<file path="src/rtl/rtc_pkg.sv">
// rtc_pkg
// Shared definitions for the RTC parameter editor: field index map, per-field
// legal ranges, calendar helper, BCD conversion and the editor FSM states.
// Field values are kept as 7-bit binary; BCD is produced only at the outputs.
package rtc_pkg;

  localparam int F_S  = 0;  // seconds
  localparam int F_M  = 1;  // minutes
  localparam int F_H  = 2;  // hours (0-23 internally)
  localparam int F_D  = 3;  // day of month
  localparam int F_ME = 4;  // month
  localparam int F_A  = 5;  // year offset from 2000
  localparam int F_ST = 6;  // timer seconds
  localparam int F_MT = 7;  // timer minutes
  localparam int F_HT = 8;  // timer hours (never reformatted)

  typedef enum logic [1:0] {
    ST_IDLE   = 2'd0,
    ST_EDIT   = 2'd1,
    ST_COMMIT = 2'd2
  } state_t;

  // Year offset 00-99 maps to 2000-2099, so every multiple of 4 is a leap year.
  function automatic logic [6:0] days_in_month(input logic [6:0] month,
                                               input logic [6:0] year);
    logic [6:0] dim;
    case (month)
      7'd2:                    dim = ((year % 7'd4) == 7'd0) ? 7'd29 : 7'd28;
      7'd4, 7'd6, 7'd9, 7'd11: dim = 7'd30;
      default:                 dim = 7'd31;
    endcase
    return dim;
  endfunction

  function automatic logic [6:0] field_min(input int idx);
    return (idx == F_D || idx == F_ME) ? 7'd1 : 7'd0;
  endfunction

  // Day returns its absolute ceiling; the editor substitutes days_in_month.
  function automatic logic [6:0] field_max(input int idx);
    logic [6:0] mx;
    case (idx)
      F_S, F_M, F_ST, F_MT: mx = 7'd59;
      F_H, F_HT:            mx = 7'd23;
      F_D:                  mx = 7'd31;
      F_ME:                 mx = 7'd12;
      default:              mx = 7'd99;
    endcase
    return mx;
  endfunction

  function automatic logic [7:0] to_bcd(input logic [6:0] v);
    logic [6:0] tens;
    logic [6:0] units;
    tens  = v / 7'd10;
    units = v % 7'd10;
    return {tens[3:0], units[3:0]};
  endfunction

endpackage

</file>
<file path="src/rtl/rtc_btn_repeat.sv">
// rtc_btn_repeat
// Rising-edge detect and hold-to-repeat for an up/down button pair.
// Ports:
//   clk, rst              clock, async active-high reset
//   tick                  slow enable pulse that paces auto-repeat
//   up, down              debounced button levels
//   enable                when low the repeat counter clears and no steps issue
//   step_up, step_down    one-cycle step requests
module rtc_btn_repeat #(
  parameter int DELAY = 4,
  parameter int RATE  = 1
) (
  input  logic clk,
  input  logic rst,
  input  logic tick,
  input  logic up,
  input  logic down,
  input  logic enable,
  output logic step_up,
  output logic step_down
);

  localparam int CW = $clog2(((DELAY > RATE) ? DELAY : RATE) + 1);
  localparam logic [CW-1:0] CNT_ONE = 1;

  logic          up_q;
  logic          down_q;
  logic [CW-1:0] cnt;   // 0 = idle, otherwise ticks left until the next step
  logic          single;
  logic          press;
  logic          fire;

  assign single = up ^ down;
  assign press  = single & (up ? ~up_q : ~down_q);
  assign fire   = tick & (cnt == CNT_ONE);

  assign step_up   = enable & single & up   & (press | fire);
  assign step_down = enable & single & down & (press | fire);

  // Previous samples reset high so a button held through reset is not
  // mistaken for a fresh press once reset releases.
  always_ff @(posedge clk or posedge rst) begin
    if (rst) begin
      up_q   <= 1'b1;
      down_q <= 1'b1;
      cnt    <= '0;
    end else begin
      up_q   <= up;
      down_q <= down;
      if (!enable || !single) begin
        cnt <= '0;
      end else if (press) begin
        cnt <= CW'(DELAY);
      end else if (tick && cnt != '0) begin
        cnt <= (cnt == CNT_ONE) ? CW'(RATE) : cnt - CNT_ONE;
      end
    end
  end

endmodule

</file>
<file path="src/rtl/rtc_param_editor.sv">
// rtc_param_editor
// Front-panel editor for RTC time/date/timer parameters. A field is selected
// with sel_up/sel_down and stepped with num_up/num_down (with hold-to-repeat);
// load commits the edit and raises a sticky done flag.
// Ports:
//   clk, rst            clock, async active-high reset
//   tick                2 Hz enable, paces auto-repeat only
//   en                  edit enable; buttons and load ignored when low
//   sel_up, sel_down    field selection buttons (levels)
//   num_up, num_down    value step buttons (levels)
//   fmt_12h             hour output format, 1 = 12 h with PM in bit 5
//   load, clr_done      commit request, done clear
//   fields              packed BCD values, field i at [8i+7:8i]
//   sel_onehot          currently selected field
//   done                sticky commit flag
//
// state     | meaning
// ----------+------------------------------------------------------
// ST_IDLE   | editing disabled, waiting for en
// ST_EDIT   | buttons active; load edge moves to ST_COMMIT
// ST_COMMIT | single cycle: set done, return selection to field 0
//
// Field indices d, me and a are assumed present (NUM_FIELDS >= 9).
module rtc_param_editor
  import rtc_pkg::*;
#(
  parameter int NUM_FIELDS   = 9,
  parameter int REPEAT_DELAY = 4,
  parameter int REPEAT_RATE  = 1
) (
  input  logic                    clk,
  input  logic                    rst,
  input  logic                    tick,
  input  logic                    en,
  input  logic                    sel_up,
  input  logic                    sel_down,
  input  logic                    num_up,
  input  logic                    num_down,
  input  logic                    fmt_12h,
  input  logic                    load,
  input  logic                    clr_done,
  output logic [8*NUM_FIELDS-1:0] fields,
  output logic [NUM_FIELDS-1:0]   sel_onehot,
  output logic                    done
);

  localparam int SW = $clog2(NUM_FIELDS);
  localparam logic [SW-1:0] SEL_LAST = SW'(NUM_FIELDS - 1);

  state_t        state, state_n;
  logic [SW-1:0] sel, sel_n;
  logic [6:0]    val   [NUM_FIELDS];
  logic [6:0]    val_n [NUM_FIELDS];

  logic sel_up_q, sel_down_q, load_q;
  logic su_edge, sd_edge, load_edge;
  logic edit_act, load_go, sel_any, num_enable;
  logic step_up, step_down;

  logic [6:0] cur, lo, hi, d_max;
  logic [6:0] hour, hour12;
  logic [7:0] hour_fmt;

  assign su_edge   = sel_up   & ~sel_up_q;
  assign sd_edge   = sel_down & ~sel_down_q;
  assign load_edge = load     & ~load_q;

  // Edge registers reset high for the same reason as in rtc_btn_repeat.
  always_ff @(posedge clk or posedge rst) begin
    if (rst) begin
      sel_up_q   <= 1'b1;
      sel_down_q <= 1'b1;
      load_q     <= 1'b1;
    end else begin
      sel_up_q   <= sel_up;
      sel_down_q <= sel_down;
      load_q     <= load;
    end
  end

  always_ff @(posedge clk or posedge rst) begin
    if (rst) state <= ST_IDLE;
    else     state <= state_n;
  end

  // Priority inside EDIT: load edge, then selection edges, then num buttons.
  always_comb begin
    state_n    = state;
    edit_act   = 1'b0;
    load_go    = 1'b0;
    sel_any    = 1'b0;
    num_enable = 1'b0;
    case (state)
      ST_IDLE: begin
        if (en) state_n = ST_EDIT;
      end
      ST_EDIT: begin
        edit_act   = en;
        load_go    = en & load_edge;
        sel_any    = en & ~load_edge & (su_edge | sd_edge);
        num_enable = en & ~load_edge & ~(su_edge | sd_edge);
        if (!en)          state_n = ST_IDLE;
        else if (load_go) state_n = ST_COMMIT;
      end
      ST_COMMIT: begin
        state_n = en ? ST_EDIT : ST_IDLE;
      end
      default: state_n = ST_IDLE;
    endcase
  end

  rtc_btn_repeat #(
    .DELAY (REPEAT_DELAY),
    .RATE  (REPEAT_RATE)
  ) u_num_rpt (
    .clk       (clk),
    .rst       (rst),
    .tick      (tick),
    .up        (num_up),
    .down      (num_down),
    .enable    (num_enable),
    .step_up   (step_up),
    .step_down (step_down)
  );

  always_comb begin
    sel_n = sel;
    if (su_edge && !sd_edge)      sel_n = (sel == SEL_LAST) ? '0 : sel + 1'b1;
    else if (sd_edge && !su_edge) sel_n = (sel == '0) ? SEL_LAST : sel - 1'b1;
  end

  always_ff @(posedge clk or posedge rst) begin
    if (rst)                     sel <= '0;
    else if (state == ST_COMMIT) sel <= '0;
    else if (sel_any)            sel <= sel_n;
  end

  // Day is re-clamped against the possibly updated month/year every cycle so
  // a month or year step pulls an out-of-range day down in the same cycle.
  always_comb begin
    val_n = val;
    cur   = val[sel];
    lo    = field_min(int'(sel));
    hi    = (int'(sel) == F_D) ? days_in_month(val[F_ME], val[F_A])
                               : field_max(int'(sel));
    if (step_up)        val_n[sel] = (cur >= hi) ? lo : cur + 7'd1;
    else if (step_down) val_n[sel] = (cur <= lo) ? hi : cur - 7'd1;
    d_max = days_in_month(val_n[F_ME], val_n[F_A]);
    if (val_n[F_D] > d_max) val_n[F_D] = d_max;
  end

  always_ff @(posedge clk or posedge rst) begin
    if (rst) begin
      for (int i = 0; i < NUM_FIELDS; i++) val[i] <= field_min(i);
    end else begin
      val <= val_n;
    end
  end

  always_ff @(posedge clk or posedge rst) begin
    if (rst)                     done <= 1'b0;
    else if (state == ST_COMMIT) done <= 1'b1;
    else if (clr_done)           done <= 1'b0;
  end

  // 12 h display: 0 -> 12 AM, 12 -> 12 PM, 13..23 -> 1..11 PM.
  assign hour     = val[F_H];
  assign hour12   = (hour == 7'd0) ? 7'd12 : (hour > 7'd12) ? hour - 7'd12 : hour;
  assign hour_fmt = to_bcd(hour12) | ((hour >= 7'd12) ? 8'h20 : 8'h00);

  always_comb begin
    fields = '0;
    for (int i = 0; i < NUM_FIELDS; i++) fields[8*i +: 8] = to_bcd(val[i]);
    if (fmt_12h) fields[8*F_H +: 8] = hour_fmt;
  end

  assign sel_onehot = NUM_FIELDS'(1) << sel;

endmodule

</file>
<file path="config.mk">
export PLATFORM = sky130hd
export DESIGN_NAME = rtc_param_editor
export DESIGN_NICKNAME = d
export VERILOG_FILES = /design/src/rtl/rtc_pkg.sv /design/src/rtl/rtc_btn_repeat.sv /design/src/rtl/rtc_param_editor.sv
export SDC_FILE = /design/constraint.sdc
export NUM_CORES = 1
export LEC_CHECK = 0
export CORE_MARGIN = 2
export CORE_UTILIZATION = 55
export CTS_CLUSTER_SIZE = 40
export DETAILED_ROUTE_END_ITERATION = 8
export DONT_BUFFER_PORTS = 1
export PLACE_DENSITY = 0.68
export SLEW_MARGIN = 5
export SYNTH_ARGS = -nofsm -noshare
export SYNTH_HDL_FRONTEND = slang
export SYNTH_SLANG_ARGS = --single-unit
</file>
<file path="constraint.sdc">
create_clock -name clk -period 15.6 [get_ports clk]
set_input_delay 1.56 -clock clk [delete_from_list [all_inputs] [get_ports clk]]
set_output_delay 1.56 -clock clk [all_outputs]
set_load 0.02 [all_outputs]
</file>
* Word level (Yosys, flattened, before mapping)
Memory sizes are Yosys's and may differ from the RTL's. Cells that the tools add are included.
Storage, ports and cells: bits in registers 78, RAM bits 0, memories 1, logic and storage cells 165, bits in latches 0, bits in read-only memories 112
Memories:
- (name not given) | depth 16, bits a word 7, read ports 1, clocked after memory_dff 0, wr ports 0, line rtc_pkg.sv:42 | case (idx)
Operators by class: $lt $le $gt $ge 7, bitwise gates (word level) 26, divide/modulo/power cells 20, shifts and indexed selects 1, $mul 0, reduce and logical (&&, ||, !) cells 25, eq/ne operators 18, add/sub/neg operators 6, muxes and demuxes 42
Operators by type and width (count):
- bitwise mux 63 bit | 2
- two-way mux 63 bit | 2
- divider 7 x 4 -> 7 bit (second input constant) | 10
- remainder unit 7 x 4 -> 7 bit (second input constant) | 10
- two-way mux 7 bit | 9
- binary-select mux 7 bit (select 4 bit) | 1
- demux 7 bit (select 4 bit) | 1
- equality test 7 x 3 -> 1 bit (second input constant) | 4
- equality test 7 x 4 -> 1 bit (second input constant) | 4
- two-way mux 4 bit | 6
- logical NOT 7 bit | 3
- bitwise AND 1 bit | 14
- equality test 7 x 2 -> 1 bit (second input constant) | 2
- two-way mux 3 bit | 4
- two-way mux 1 bit | 9
- nonzero test 3 bit | 3
- left shift 1 x 4 -> 9 bit (first input constant) | 1
- equality test 4 bit (second input constant) | 2
- two-way mux 8 bit | 1
- OR 8 x 6 -> 8 bit | 1
- case mux 2 bit (2 select lines) | 2
- OR reduction 4 bit | 2
- adder 7 x 1 -> 7 bit (second input constant) | 1
- greater-or-equal comparator 7 x 4 -> 1 bit (second input constant) | 1
- 31 further kinds | 50

* Logic depth before layout (Yosys ltp)
Gate-level depths: netlist (run 1).
depth after elaboration 16, depth in mapped cells 26, mapped depth without buffers 23

* Modules after synthesis
Synthesis (run 1) repeated with hierarchy kept, for this count alone.
Second synthesis, totals: cell total of the unflattened synthesis 1312, area, all modules 9529.1 µm²
By module, submodules not included:
- rtc_param_editor | cells an instance 1276, area each 9163.8 µm², seq. area each 1833.0 µm², times used 1
- rtc_btn_repeat | cells an instance 36, area each 365.4 µm², seq. area each 127.6 µm², times used 1

* Least setup slack after synthesis (run 1)
Ideal clock, no wire load.
kind in2out, start input port fmt_12h, end output port fields[19], path slack 9.315 ns, stages on the path 17, data required time 14.040 ns, arrival time 4.725 ns, path through buf_2 -> a21bo_2 -> o21a_1 -> or2_2 -> a21oi_1 -> ha_1 -> nor2_1 -> o31a_1 -> o211a_1 -> a211oi_2 -> nor2b_1 -> o21ai_0 -> o21a_1 -> ha_1 -> nand3b_1 -> a21oi_1 -> a221o_1
RTL lines:
- start: declaration | line rtc_param_editor.sv:39 | input logic fmt_12h,
- end: declaration | line rtc_param_editor.sv:42 | output logic [8*NUM_FIELDS-1:0] fields,

* Worst setup path in the final report (run 1)
start register val (netlist bit hour[3]), end output port fields[19]
On the way: cells in the longest elaborated chain, start to end 6
RTL lines:
- start: declaration | line rtc_param_editor.sv:52 | logic [6:0] val [NUM_FIELDS];
- start signal: assignment | line rtc_param_editor.sv:156 | val <= val_n;
- subtractor 7 x 4 -> 7 bit or greater-than comparator 7 x 4 -> 1 bit (tied branches) | line rtc_param_editor.sv:168 | assign hour12 = (hour == 7'd0) ? 7'd12 : (hour > 7'd12) ? hour - 7'd12 : hour;
- two-way mux 7 bit (2 in series) | line rtc_param_editor.sv:168
- remainder unit 7 x 4 -> 7 bit | line rtc_pkg.sv:56 | units = v % 7'd10;
- OR 8 x 6 -> 8 bit | line rtc_param_editor.sv:169 | assign hour_fmt = to_bcd(hour12) | ((hour >= 7'd12) ? 8'h20 : 8'h00);
- two-way mux 8 bit * | line rtc_param_editor.sv:174 | if (fmt_12h) fields[8*F_H +: 8] = hour_fmt;
Every way passes the cells marked *; elsewhere a longest branch is shown, timed or not.

==> results of run 1 <==
final cells by class:
cell class,count,share of cell area
inverters,75,0.0302
well taps,220,0.0294
flip-flops and latches,78,0.210
clock buffers,9,0.0241
multi-input cells,949,0.697
repair buffers,3,0.00241
clock inverters,7,0.00696
cells by family (layout without fill, tap and decap cells):
family / count (synthesis) / count (layout) / synth area share
other: 1 / 2 / 0.000408
adders and majority gates: 53 / 53 / 0.0703
DFF: 78 / 78 / 0.214
xor gates and xnor gates: 43 / 43 / 0.0440
and+or+nand+nor: 415 / 415 / 0.235
AOI/OAI and AO/OA: 351 / 351 / 0.259
muxes: 85 / 85 / 0.101
buffers and inverters: 164 / 94 / 0.0766
per-stage QoR:
step	util	power (mW)	instance area (sq um)	hold WS [ps]	instances
after global routing	0.568	1.63	9350	518	1341
after detailed placement	0.550	1.29	9060	482	1325
after floorplan	-	1.07	9180	456	1191
after global placement	0.550	1.29	9060	473	1325
final	0.568	1.52	9350	490	1341
after CTS	0.568	1.51	9350	490	1341
critical path, cell delays in order, from the launching register on:
cell,delay (ps)
dfrtp_1,730
ha_1,630
nor3b_1,410
o21ai_0,210
nand4b_1,170
o21a_1,280
ha_1,300
nor2_1,100
o31a_1,130
o211a_1,210
a211oi_2,440
nor2b_1,100
o21ai_0,170
o21a_1,170
ha_1,250
nand3b_1,150
a21oi_1,70
a221o_1,370
layer usage:
| metal | vias up | wire, um |
|---|---|---|
| li1 | 4170 | - |
| met1 | 3963 | 11200 |
| met2 | 278 | 11000 |
| met3 | 53 | 1640 |
| met4 | 0 | 752 |
| met5 | - | 0 |
cell usage after synthesis (8+ instances only):
library cell,instances,area (sq um)
a211oi_1,17,128
a21oi_1,90,450
a221o_1,8,80.1
a221oi_1,13,114
a22o_1,12,105
a22oi_1,16,120
a31oi_1,11,68.8
and2_1,15,93.8
buf_4,8,60.1
clkbuf_1,66,248
dfrtp_1,71,1780
ha_1,46,576
inv_1,72,270
mux2_2,39,439
mux2i_1,43,430
nand2_1,101,379
nand2b_1,34,213
nand3_1,30,150
nand3b_1,9,67.6
nand4_1,9,56.3
nor2_1,96,360
nor2b_1,36,225
nor3_1,26,130
o211ai_1,11,82.6
o21ai_0,71,355
o221ai_1,10,87.6
o22ai_1,16,100
xnor2_1,31,272
xor2_1,10,87.6
power groups by stage:
stage / Combinational [mW] / Clock (mW) / Sequential (mW)
global placement: 0.993 / 0 / 0.295
CTS: 1.00 / 0.212 / 0.292
floorplan: 0.829 / 0 / 0.242
global route: 1.11 / 0.221 / 0.300
finish: 1.02 / 0.209 / 0.293
detailed placement: 0.998 / 0 / 0.296
path summary, 6_finish.rpt:
check | start | end | cells after the start
worst max-delay path | hour[3] | fields[19] | 17
worst min-delay path | state[0] | state[0] | 1
worst max register to register | sel[0] | val[36] | 18
worst min register to register | state[0] | state[0] | 1
max in group asynchronous | rst | val[29] | 2
min in group asynchronous | rst | u_num_rpt.cnt[1] | 2
state kept, by name (all words and copies together), names as in the netlist, 2 cells and up:
| name | flops |
|---|---|
| hour | 7 |
| sel | 4 |
| state | 2 |
| u_num_rpt.cnt | 3 |
| val | 56 |
==> results.md, run 1 <==
- Status: finished, final reports clean
- Layout area overhead: 1.87%
- Met1 Usage GRT: 0.376
- Hold Buf Count CTS: 0
- Final hold vios: 0
- ANT cells: 0
- CTS sink cnt: 78
- Total of max-cap violations: 0
- Pre-CTS WS: 9180 ps
- Worst-skew pair later-pin latency: 350 ps
- Critical path class: register to output pin
- H-tree level count: 3
- Setup crit start kind: register
- Reg clk slew, reported paths: 60 ps
- Hold crit path type: register to register
- Sequential Power Share: 0.193
- Post-synth ARST share: 1.00
- Worst setup EP type: output pin
- Total number of vias: 8464
- R2R Setup Slk: 9430 ps
- Met2 usage: 0.431
- Met3 Resource Use GR: 0.0651
- Register Area: 1960 sq um
- Fmax: 147 MHz
- Sequential area share after synthesis: 0.214
- LEAKAGE: 3.88 nW
- Synth Warn #: 0
- Row count: 47
- Main flop type after synthesis: dfrtp_1
- CP Data Required Time: 14040 ps
- Post-Route WL: 24500 um
- Drt pass-1 iters: 7
- Resized Gates After CTS: 0
- Post-Syn Area: 9180 sq um
- # nets final: 1173
- GR peak layer: met2
- RSZ-0062 raised after global routing: no
- Clock skew: 6.67 ps
- Grt ovf: 0
- Die Area: 17700 sq um
- PD cells: 163 nW/um^2
- GRT Overall Usage: 0.277
- CTS buffer count: 9
- Clk root buf: clkbuf_16
- #FFs+latches synth: 78
- Switch Pwr: 825 uW
- Number of global-route vias before repair: 7694
- Dpl hpwl: 18100 um
- Post-Syn Instances: 1190
- Fraction of power consumed by combinational cells: 0.670
- Antenna violations before repair: 0
- Most frequent cells in the layout: nand2_1, nor2_1, a21oi_1
- I/O pin count: 93
- Sw frac: 0.542
- Commonest non-fill, non-tap cell in the layout: nand2_1
- EDFF count, synth: 0
- Critical Path AT: 5230 ps
- Power Internal: 697 uW
- Layout cells sized above 1: 0.0928
- CTS tree: done
- Gpl congestion: 0.951
- Post-synth cell types: 101
- Clock Tree Buf Depth: 2
- Vias per inst: 6.31
- Power share of the clock group: 0.137
- Die span in y: 133 um
- Multi-input gate area: 6520 sq um
- Wire length of the first global-routing pass: 39900 um
- Largest net degree at the start of global routing: 79
- Initial Util: 0.558
- # fillers: 1541
- WL/cell: 18.3 um
- Die width: 133 um
- Final min period: 6790 ps
- Antenna Violating Nets Remaining: 0
- Worst vdd ir: 0.125 mV
- DR iter-0 viols: 845
- Tcrit/Tclk final: 0.435
- # DRC: 0
- Rel. slew slack: 0.228
- Setup ws final: 8810 ps
- Setup repair bufs after CTS: 0
- Final setup fails: 0
- Pins Over Slew Limit: 0
- I/O Buffers: 0
- Max FO, Critical Path: 21
- Core Area: 16500 sq um
- Worst-Margin Slew: 1150 ps
- Post-synthesis average cell area: 7.71 sq um
- Setup TNS: 0 ps
(Power assumes the default switching activity.)
==> inputs of run 2 (changes only) <==
--- a/config.mk
+++ b/config.mk
@@ -10,7 +10,7 @@
 export CTS_CLUSTER_SIZE = 40
 export DETAILED_ROUTE_END_ITERATION = 8
 export DONT_BUFFER_PORTS = 1
-export PLACE_DENSITY = 0.68
+export PLACE_DENSITY = 0.71
 export SLEW_MARGIN = 5
 export SYNTH_ARGS = -nofsm -noshare
 export SYNTH_HDL_FRONTEND = slang
==> constraint.sdc (replaced) <==
create_clock -name clk -period 5.8 [get_ports clk]
set_input_delay 0.58 -clock clk [delete_from_list [all_inputs] [get_ports clk]]
set_output_delay 0.58 -clock clk [all_outputs]
set_load 0.02 [all_outputs]
==> results.md, run 2 (synthesis gave the netlist of run 1 again) <==
- Largest register FFs: 56 (unchanged)
- Resized Gates After CTS: 0 (unchanged)
- Grt ovf: 0 (unchanged)
- Gpl congestion: 0.995 (+4.7%)
- RSZ-0062 raised after global routing: no
- Tcrit/Tclk final: 0.929
- Setup crit start kind: register
- Initial Util: 0.558 (unchanged)
- Max FO, Critical Path: 13 (-38%)
- Clock Tree Buf Depth: 2 (unchanged)
- LEAKAGE: 4.01 nW (+3.5%)
- Clk root buf: clkbuf_16
- ANT cells: 0 (unchanged)
- Reg clk slew, reported paths: 60 ps (about the same)
- Dpl hpwl: 18700 um (+3.3%)
- Hold Buf Count CTS: 0 (unchanged)
- PD cells: 445 nW/um^2 (+170%)
- Worst-skew pair later-pin latency: 340 ps (about the same)
- Worst-Margin Slew: 1050 ps (-96.9 ps)
- Cell area after layout: 9560 sq um (+2.2%)
- Worst setup EP type: register
- # fillers: 1521 (-1.3%)
- GRT Overall Usage: 0.278 (+0.000369)
- Commonest non-fill, non-tap cell in the layout: nand2_1
- I/O pin count: 93 (unchanged)
- Antenna Violating Nets Remaining: 0 (unchanged)
- Final hold vios: 0 (unchanged)
- Total of max-cap violations: 0 (unchanged)
- Final setup fails: 0 (unchanged)
- Setup ws final: 409 ps (-8400 ps)
- Post-Route WL: 25000 um (+2.0%)
- I/O Buffers: 0 (unchanged)
- Die Area: 17700 sq um (unchanged)
- CTS buffer count: 9 (unchanged)
- DR iter-0 viols: 1016 (+20%)
- Critical path class: register to register
- Pins Over Slew Limit: 0 (unchanged)
- Core Area: 16500 sq um (unchanged)
- Status: finished, final reports clean
- Layout area overhead: 4.10%
- FF-to-FF path depth: 18 (unchanged)
- Post-layout util: 0.580 (+0.0125)
- Hold crit path type: input pin to register
- Placed cell area: 9240 sq um (+2.0%)
- Wire length of the first global-routing pass: 40300 um (+0.81%)
- CTS sink cnt: 78 (unchanged)
- Setup TNS: 0 ps (unchanged)
- WL/cell: 18.3 um (+0.19%)
- Antenna violations before repair: 0 (unchanged)
- Largest Register: val
- Hold_ws: 235 ps (-255 ps)
- Largest net degree at the start of global routing: 79 (unchanged)
- Die width: 133 um (unchanged)
- Sequential Power Share: 0.174 (-0.019)
- Vias per inst: 6.35 (+0.64%)
- Setup repair bufs after CTS: 0 (unchanged)
- Layout cells sized above 1: 0.111 (+0.0181)
- Final min period: 5390 ps
- Total number of vias: 8671 (+2.4%)
- # nets final: 1197 (+2.0%)
- # DRC: 0 (unchanged)
- Worst vdd ir: 0.413 mV (+230%)
- Fmax: 186 MHz
- Row count: 47 (unchanged)
- CTS tree: done
- Fraction of power consumed by combinational cells: 0.685 (+0.015)
- H-tree level count: 3 (unchanged)
- Power share of the clock group: 0.140 (+0.003)
- Number of global-route vias before repair: 7660 (-0.44%)
- Pre-CTS WS: 550 ps (-8630 ps)
- Sw frac: 0.529 (-0.0128)
- Rel. slew slack: 0.297 (+0.0693)
- Most frequent cells in the layout: nand2_1, nor2_1, a21oi_1
- Drt pass-1 iters: 6 (-1)
- Critical Path AT: 5610 ps (+380 ps)
- CP Data Required Time: 6020 ps (-8020 ps)
- Clock skew: 6.05 ps (-0.621 ps)
- Die span in y: 133 um (unchanged)
- Switch Pwr: 2.25 mW (+170%)
- Worst Hold Depth: 0 (-1)
- Power Internal: 2.00 mW (+190%)
[run 2: power groups by stage]
stage / Sequential [mW] / Combinational [mW] / Clock (mW)
after floorplan: 0.652 / 2.23 / 0
after global placement: 0.745 / 2.83 / 0
after detailed placement: 0.747 / 2.83 / 0
after CTS: 0.736 / 2.85 / 0.608
after global routing: 0.751 / 3.13 / 0.630
final: 0.741 / 2.92 / 0.598
[run 2: area by class of cell]
class	count	area [sq um]	share of cell area
tap	220	275	0.0288
clock buffer	10	229	0.0240
inverter	75	283	0.0296
multi-input combinational	949	6520	0.682
timing repair buffer	27	203	0.0212
sequential	78	1960	0.205
clock inverter	6	86.3	0.00903
[run 2: metrics by stage]
stage               total power, mW  cells
floorplan                      2.88   1191
global placement               3.58   1349
detailed placement             3.58   1349
CTS                            4.20   1365
global route                   4.51   1365
finish                         4.26   1365
[run 2: layer usage]
metal / routed length (um) / vias to the layer above / global-route usage / part of all wire
met5: 0 / - / 0 / 0
met4: 458 / 0 / 0.0680 / 0.018
met3: 1880 / 39 / 0.0468 / 0.075
met2: 11500 / 328 / 0.444 / 0.46
met1: 11200 / 4089 / 0.394 / 0.45
li1: - / 4215 / - / -
[run 2: path summary, 6_finish.rpt]
kind | start | end | slack (ps)
setup reg to reg | sel[1] | val[36] | 410
hold reg to reg | state[0] | state[0] | 480
min in group asynchronous | rst | u_num_rpt.cnt[0] | 400
max in group asynchronous | rst | hour[2] | 4720
hold / removal | num_down | u_num_rpt.down_q | 230
setup / recovery | sel[1] | val[36] | 410
[run 2: critical path, stage by stage, from the launching register on]
cell,delay (ps)
dfrtp_1,430
buf_4,220
nor4b_2,630
nand2_1,180
and2_1,280
ha_1,310
nor2_1,60
a221oi_1,400
and2_4,250
and2_4,180
mux2_2,380
a221oi_1,450
nand4_1,180
a31oi_2,270
inv_1,70
ha_1,270
a211o_1,290
o31a_1,280
mux2i_1,130
